<file path="src/rtl/andor_clk_rst_gen.sv">
// Lock-filtered, staggered per-channel reset release with per-channel clock-enable dividers.
// Define ANDOR_CRG_LOSS_CNT_EN to build the saturating lock-loss event counter on LOSS_CNT.
module andor_clk_rst_gen #(
   parameter int NUM_CH      = 4,
   parameter int DIV_WIDTH   = 16,
   parameter int LOCK_FILTER = 255,
   parameter int RST_STAGGER = 4
) (
   input  logic                        FAB_CLK,
   input  logic                        FAB_RESET,
   input  logic                        PLLLOCK,
   input  logic [NUM_CH*DIV_WIDTH-1:0] DIV_VAL,
   input  logic                        DIV_LOAD,
   input  logic                        LOCK_LOST_CLR,
   output logic [NUM_CH-1:0]           CLK_EN,
   output logic [NUM_CH-1:0]           RST_OUT,
   output logic                        READY,
   output logic                        LOCK_LOST,
   output logic [7:0]                  LOSS_CNT
);

   typedef enum logic [1:0] {WAIT_LOCK, FILTER, RELEASE, RUN} state_t;

   state_t               state_q, state_d;
   logic [1:0]           sync_q, sync_d;
   logic                 lock_s;
   logic [15:0]          filt_q, filt_d;
   logic [15:0]          rel_q, rel_d;
   logic [NUM_CH-1:0]    rst_q, rst_d;
   logic                 ready_q, ready_d;
   logic                 lock_lost_q, lock_lost_d;
   logic                 loss_evt;
   logic [DIV_WIDTH-1:0] shadow_q [NUM_CH];
   logic [DIV_WIDTH-1:0] shadow_d [NUM_CH];
   logic [DIV_WIDTH-1:0] active_q [NUM_CH];
   logic [DIV_WIDTH-1:0] active_d [NUM_CH];
   logic [DIV_WIDTH-1:0] cnt_q    [NUM_CH];
   logic [DIV_WIDTH-1:0] cnt_d    [NUM_CH];

   // Channel i stays in reset until t cycles since channel 0 released reach i*RST_STAGGER.
   function automatic logic [NUM_CH-1:0] release_mask(input logic [15:0] t);
      logic [NUM_CH-1:0] m;
      m = '0;
      for (int i = 0; i < NUM_CH; i++) m[i] = (t < 16'(i * RST_STAGGER));
      return m;
   endfunction

   assign lock_s = sync_q[1];

   always_comb begin
      sync_d      = {sync_q[0], PLLLOCK};
      state_d     = state_q;
      filt_d      = filt_q;
      rel_d       = rel_q;
      rst_d       = rst_q;
      ready_d     = ready_q;
      loss_evt    = 1'b0;
      case (state_q)
         WAIT_LOCK: begin
            rst_d   = '1;
            ready_d = 1'b0;
            filt_d  = '0;
            if (lock_s) state_d = FILTER;
         end
         FILTER: begin
            if (!lock_s) begin
               state_d = WAIT_LOCK;
               filt_d  = '0;
            end else if (filt_q == 16'(LOCK_FILTER - 1)) begin
               state_d = RELEASE;
               rel_d   = '0;
               rst_d   = release_mask(16'd0);
            end else begin
               filt_d = filt_q + 16'd1;
            end
         end
         RELEASE: begin
            if (!lock_s) begin
               loss_evt = 1'b1;
            end else if (!rst_q[NUM_CH-1]) begin
               state_d = RUN;
               ready_d = 1'b1;
            end else begin
               rel_d = rel_q + 16'd1;
               rst_d = release_mask(rel_d);
            end
         end
         RUN: begin
            if (!lock_s) loss_evt = 1'b1;
         end
         default: state_d = WAIT_LOCK;
      endcase
      if (loss_evt) begin
         state_d = WAIT_LOCK;
         rst_d   = '1;
         ready_d = 1'b0;
         filt_d  = '0;
      end
      // A loss event beats a simultaneous clear so no event is ever silently dropped.
      lock_lost_d = loss_evt ? 1'b1 : (LOCK_LOST_CLR ? 1'b0 : lock_lost_q);
   end

   // Divide values change only at a wrap or in reset, so no period is ever cut short or stretched.
   always_comb begin
      shadow_d = shadow_q;
      active_d = active_q;
      cnt_d    = cnt_q;
      CLK_EN   = '0;
      for (int i = 0; i < NUM_CH; i++) begin
         if (DIV_LOAD) shadow_d[i] = DIV_VAL[i*DIV_WIDTH +: DIV_WIDTH];
         if (rst_q[i] || rst_d[i] || (cnt_q[i] == active_q[i])) begin
            cnt_d[i]    = '0;
            active_d[i] = shadow_q[i];
         end else begin
            cnt_d[i] = cnt_q[i] + DIV_WIDTH'(1);
         end
         CLK_EN[i] = ~rst_q[i] & (cnt_q[i] == active_q[i]);
      end
   end

   always_ff @(posedge FAB_CLK or posedge FAB_RESET) begin
      if (FAB_RESET) begin
         state_q     <= WAIT_LOCK;
         sync_q      <= '0;
         filt_q      <= '0;
         rel_q       <= '0;
         rst_q       <= '1;
         ready_q     <= 1'b0;
         lock_lost_q <= 1'b0;
         for (int i = 0; i < NUM_CH; i++) begin
            shadow_q[i] <= '1;
            active_q[i] <= '1;
            cnt_q[i]    <= '0;
         end
      end else begin
         state_q     <= state_d;
         sync_q      <= sync_d;
         filt_q      <= filt_d;
         rel_q       <= rel_d;
         rst_q       <= rst_d;
         ready_q     <= ready_d;
         lock_lost_q <= lock_lost_d;
         shadow_q    <= shadow_d;
         active_q    <= active_d;
         cnt_q       <= cnt_d;
      end
   end

   assign RST_OUT   = rst_q;
   assign READY     = ready_q;
   assign LOCK_LOST = lock_lost_q;

`ifdef ANDOR_CRG_LOSS_CNT_EN
   logic [7:0] loss_cnt_q, loss_cnt_d;

   always_comb begin
      loss_cnt_d = loss_cnt_q;
      if (loss_evt) begin
         if (loss_cnt_q != 8'hFF) loss_cnt_d = loss_cnt_q + 8'd1;
      end else if (LOCK_LOST_CLR) begin
         loss_cnt_d = 8'd0;
      end
   end

   always_ff @(posedge FAB_CLK or posedge FAB_RESET) begin
      if (FAB_RESET) loss_cnt_q <= 8'd0;
      else           loss_cnt_q <= loss_cnt_d;
   end

   assign LOSS_CNT = loss_cnt_q;
`else
   assign LOSS_CNT = 8'd0;
`endif

endmodule

</file>
<file path="config.mk">
export PLATFORM = sky130hd
export DESIGN_NAME = andor_clk_rst_gen
export DESIGN_NICKNAME = d
export VERILOG_FILES = /design/src/rtl/andor_clk_rst_gen.sv
export SDC_FILE = /design/constraint.sdc
export NUM_CORES = 1
export LEC_CHECK = 0
export CAP_MARGIN = 20
export CORE_UTILIZATION = 23
export CTS_CLUSTER_SIZE = 12
export DETAILED_ROUTE_END_ITERATION = 7
export PLACE_DENSITY_LB_ADDON = 0.2
export SYNTH_ARGS = -nofsm -noshare
export SYNTH_HDL_FRONTEND = slang
export SYNTH_SLANG_ARGS = --single-unit
</file>
<file path="constraint.sdc">
create_clock -name FAB_CLK -period 17.1 [get_ports FAB_CLK]
set_input_delay 3.42 -clock FAB_CLK [delete_from_list [all_inputs] [get_ports FAB_CLK]]
set_output_delay 3.42 -clock FAB_CLK [all_outputs]
set_load 0.01 [all_outputs]
</file>
==> flow_summary_export.csv <==
group,metric,value,unit
floorplanning,die_area,56640,µm²
synthesis,syn_area_per_cell,9.984,µm²
synthesis,yosysWarnings,0,
placed_design,placed_cells,2044,
status,status,"completed",
synthesis,synth_edf_count,0,
clock_network,cts_tree,"done",
sta,slew_viol_final,0,
sta,clock-skew-final,0.03062,ns
clock_network,clkLatencyLatePin,0.58,ns
synthesis,syn-instance-count,1283,
clock_network,cts_root_buf,"clkbuf_16",
sta,tns,0,ns
synthesis,synth.ff_latch_count,234,
route,avgViaCountPerCell,4.627,
route,drt_iter0_drc,466,
worst_setup_path,reg2reg_to,"RST_OUT[1]$_DFF_PP1_",
route,drtAntennaViolNets,0,
final_layout,synthToLayoutAreaGrowth,18.32,%
grt,grt_pass1_vias,9891,
route,routed_wl,34580,µm
final_layout,drive_gt1_frac,0.2157,
power,cellLeakagePower,5.746,nW
final_layout,n_fill_cell,5923,
clock_network,clkSlewWorstSetupHoldPaths,0.06,ns
floorplanning,die_w,238.0,µm
floorplanning,core,55090,µm²
floorplanning,fp.dieH,238.0,µm
placed_design,gp_congestion,0.7805,
worst_setup_path,critical_path_buf_inv_count,1,
sta,setup_violations,0,
sta,layout_min_cycle_time,6.722,ns
worst_setup_path,slowest_stage,"nand4_1",
grt,grt_max_degree,118,
sta,hold_violations,0,
worst_hold_path,whs_endpoint,"sync_q[1]$_DFF_PP0_",
worst_hold_path,min-delay-path-class,"reg2reg",
power,power_density,142.5,nW/µm²
sta,post-route-period-util,0.3931,
grt,antenna_found_initial,3,
synthesis,ys_types,63,
clock_network,cts_buffers,28,
worst_setup_path,cp.arrival,3.30,ns
route,drt-wirelength-per-cell,16.48,µm
final_layout,layout_common_cells,"nand2_1, dfstp_2, a21oi_1",
floorplanning,row_count,86,
route,dr.pass1.iters,5,
worst_hold_path,min_path_cells,0,
worst_setup_path,cp_max_fo,18,
synthesis,synth_area,12810,µm²
clock_network,hold_buffers,0,
grt,grt_pass1_wl,56320,µm
placed_design,dp_hpwl,21950,µm
worst_setup_path,r2r_start,"state_q[0]$_DFFE_PP0P_",
worst_setup_path,critical_path.max_stage_delay,0.79,ns
clock_network,htree_levels,1,
clock_network,cts_setup_buffers,0,
worst_hold_path,hp-start,"sync_q[0]$_DFF_PP0_",
final_layout,layout_commonest_cell,"nand2_1",
floorplanning,io_pins,87,
grt,grt_overflow,0,
worst_setup_path,rrSetupSlack,13.40,ns
placed_design,io_buffers,78,
route,drc,0,
sta,tightest_slew,0.9542,ns
run,max_cap_viol_count,0,
worst_setup_path,critPathKind,"reg2out",
worst_setup_path,path_cells,"xor2_1 > nor4_1 > nand4_1 > nor2_1 > clkdlybuf4s50_1",
synthesis,async_flop_share,1.000,
worst_setup_path,rr_worst_depth,7,
sta,hold-worst-slack,0.3483,ns
floorplanning,start_util,0.2325,
route,vias,9707,
worst_setup_path,end_kind,"primary output",
sta,rsz0062_at_grt,"no",
clock_network,post_cts_resized,0,
grt,grt_util_all_layers,0.1229,
worst_setup_path,crit_family,"simple AND/OR/NAND/NOR gates",
sta,slew_headroom,0.3596,
power,vdd_drop_max,0.07825,mV
final_layout,fin_cells,2098,
worst_setup_path,required,13.68,ns
worst_setup_path,startpoint_type,"flip-flop",
synthesis,ys.flop_type,"dfstp_2",
synthesis,ys_seq_area_frac,0.4700,
sta,fmax,0.1488,GHz
final_layout,nets,1407,
clock_network,cts_buffer_depth,3,
clock_network,numClockSinks,234,
[worst max-delay path by stage]
stage / startpoint / to / slack (ns) / depth (start not counted)
after detailed placement: active_q[25]$_DFFE_PP1P_ / CLK_EN[2] / 10.92 / 5
after floorplan: FAB_RESET / LOCK_LOST$_DFFE_PP0P_ / 7.48 / 1
final: active_q[25]$_DFFE_PP1P_ / CLK_EN[2] / 10.38 / 5
after global routing: active_q[25]$_DFFE_PP1P_ / CLK_EN[2] / 10.08 / 5
after CTS: active_q[25]$_DFFE_PP1P_ / CLK_EN[2] / 10.30 / 5
after global placement: active_q[25]$_DFFE_PP1P_ / CLK_EN[2] / 10.96 / 5
[flip-flops by register name, indices dropped and copies added, names as in the netlist]
signal / cells
filt_q: 16
LOCK_LOST: 1
RST_OUT: 4
active_q: 64
cnt_q: 64
shadow_q: 64
rel_q: 16
state_q: 2
READY: 1
sync_q: 2
[through the flow]
step	power (W)	cell area [µm²]	worst slack [ns]	util
6_report	0.002160	15160	10.38	0.2751
5_1_grt	0.002302	15150	10.08	0.2751
4_1_cts	0.002195	15150	10.30	0.2749
3_5_place_dp	0.001576	14230	10.92	0.2583
3_3_place_gp	0.001568	14220	10.96	0.2582
2_1_floorplan	0.001365	12840	7.480	-
[routing by layer]
metal / track usage / wire length [µm] / vias up
met4: 0.02720 / 691 / 6
li1: - / - / 4671
met1: 0.1752 / 16940 / 4800
met3: 0.02140 / 1492 / 50
met2: 0.1929 / 15420 / 180
met5: 0 / 34 / -
[kinds of logic after synthesis]
logic type	count (synthesis)	synth area share
AOI/OAI and AO/OA	332	0.1810
DFF	234	0.4700
muxes	66	0.05782
adders and majority gates	11	0.01074
other	1	0.0002927
and+or+nand+nor	374	0.1444
xor gates and xnor gates	126	0.08615
buffers and inverters	139	0.04962
[cells in the mapped netlist, types with 8 or more instances]
cell type | number | area, µm²
nand2_1 | 147 | 551.8
dfstp_2 | 132 | 3468
a21oi_1 | 113 | 565.5
dfrtp_1 | 102 | 2552
xnor2_1 | 69 | 604.3
o21ai_0 | 66 | 330.3
nor2_1 | 61 | 229.0
xor2_1 | 57 | 499.2
inv_1 | 52 | 195.2
clkbuf_1 | 50 | 187.7
mux2_2 | 48 | 540.5
o211ai_1 | 41 | 307.8
a311oi_1 | 33 | 289.0
o211ai_2 | 30 | 375.4
nand4_1 | 29 | 181.4
nand3_1 | 28 | 140.1
nor4_1 | 18 | 112.6
and3_1 | 16 | 100.1
mux2_1 | 16 | 180.2
or3_1 | 16 | 100.1
buf_4 | 14 | 105.1
buf_2 | 13 | 65.06
ha_1 | 11 | 137.6
nor3_1 | 10 | 50.05
o31ai_1 | 9 | 67.56
and4_1 | 8 | 70.07
[layout make-up]
class                   count  area [µm²]  area share
flip-flops and latches    234        6021      0.3972
diodes                      1       2.502   0.0001651
inverters                  52       202.7     0.01337
clock buffers              45       804.5     0.05308
clock inverters             7       112.6    0.007429
repair buffers             94       898.4     0.05927
multi-input cells         917        6180      0.4077
well taps                 748       935.9     0.06175
[power breakdown]
| part | internal [W] | switching [W] | total (W) |
|---|---|---|---|
| clock | 0.000352 | 0.000247 | 0.000599 |
| sequential | 0.000732 | 0.000110 | 0.000842 |
| combinational | 0.000286 | 0.000433 | 0.000719 |
| total | 0.00137 | 0.000789 | 0.00216 |
Power figures use the tool's default switching activity.
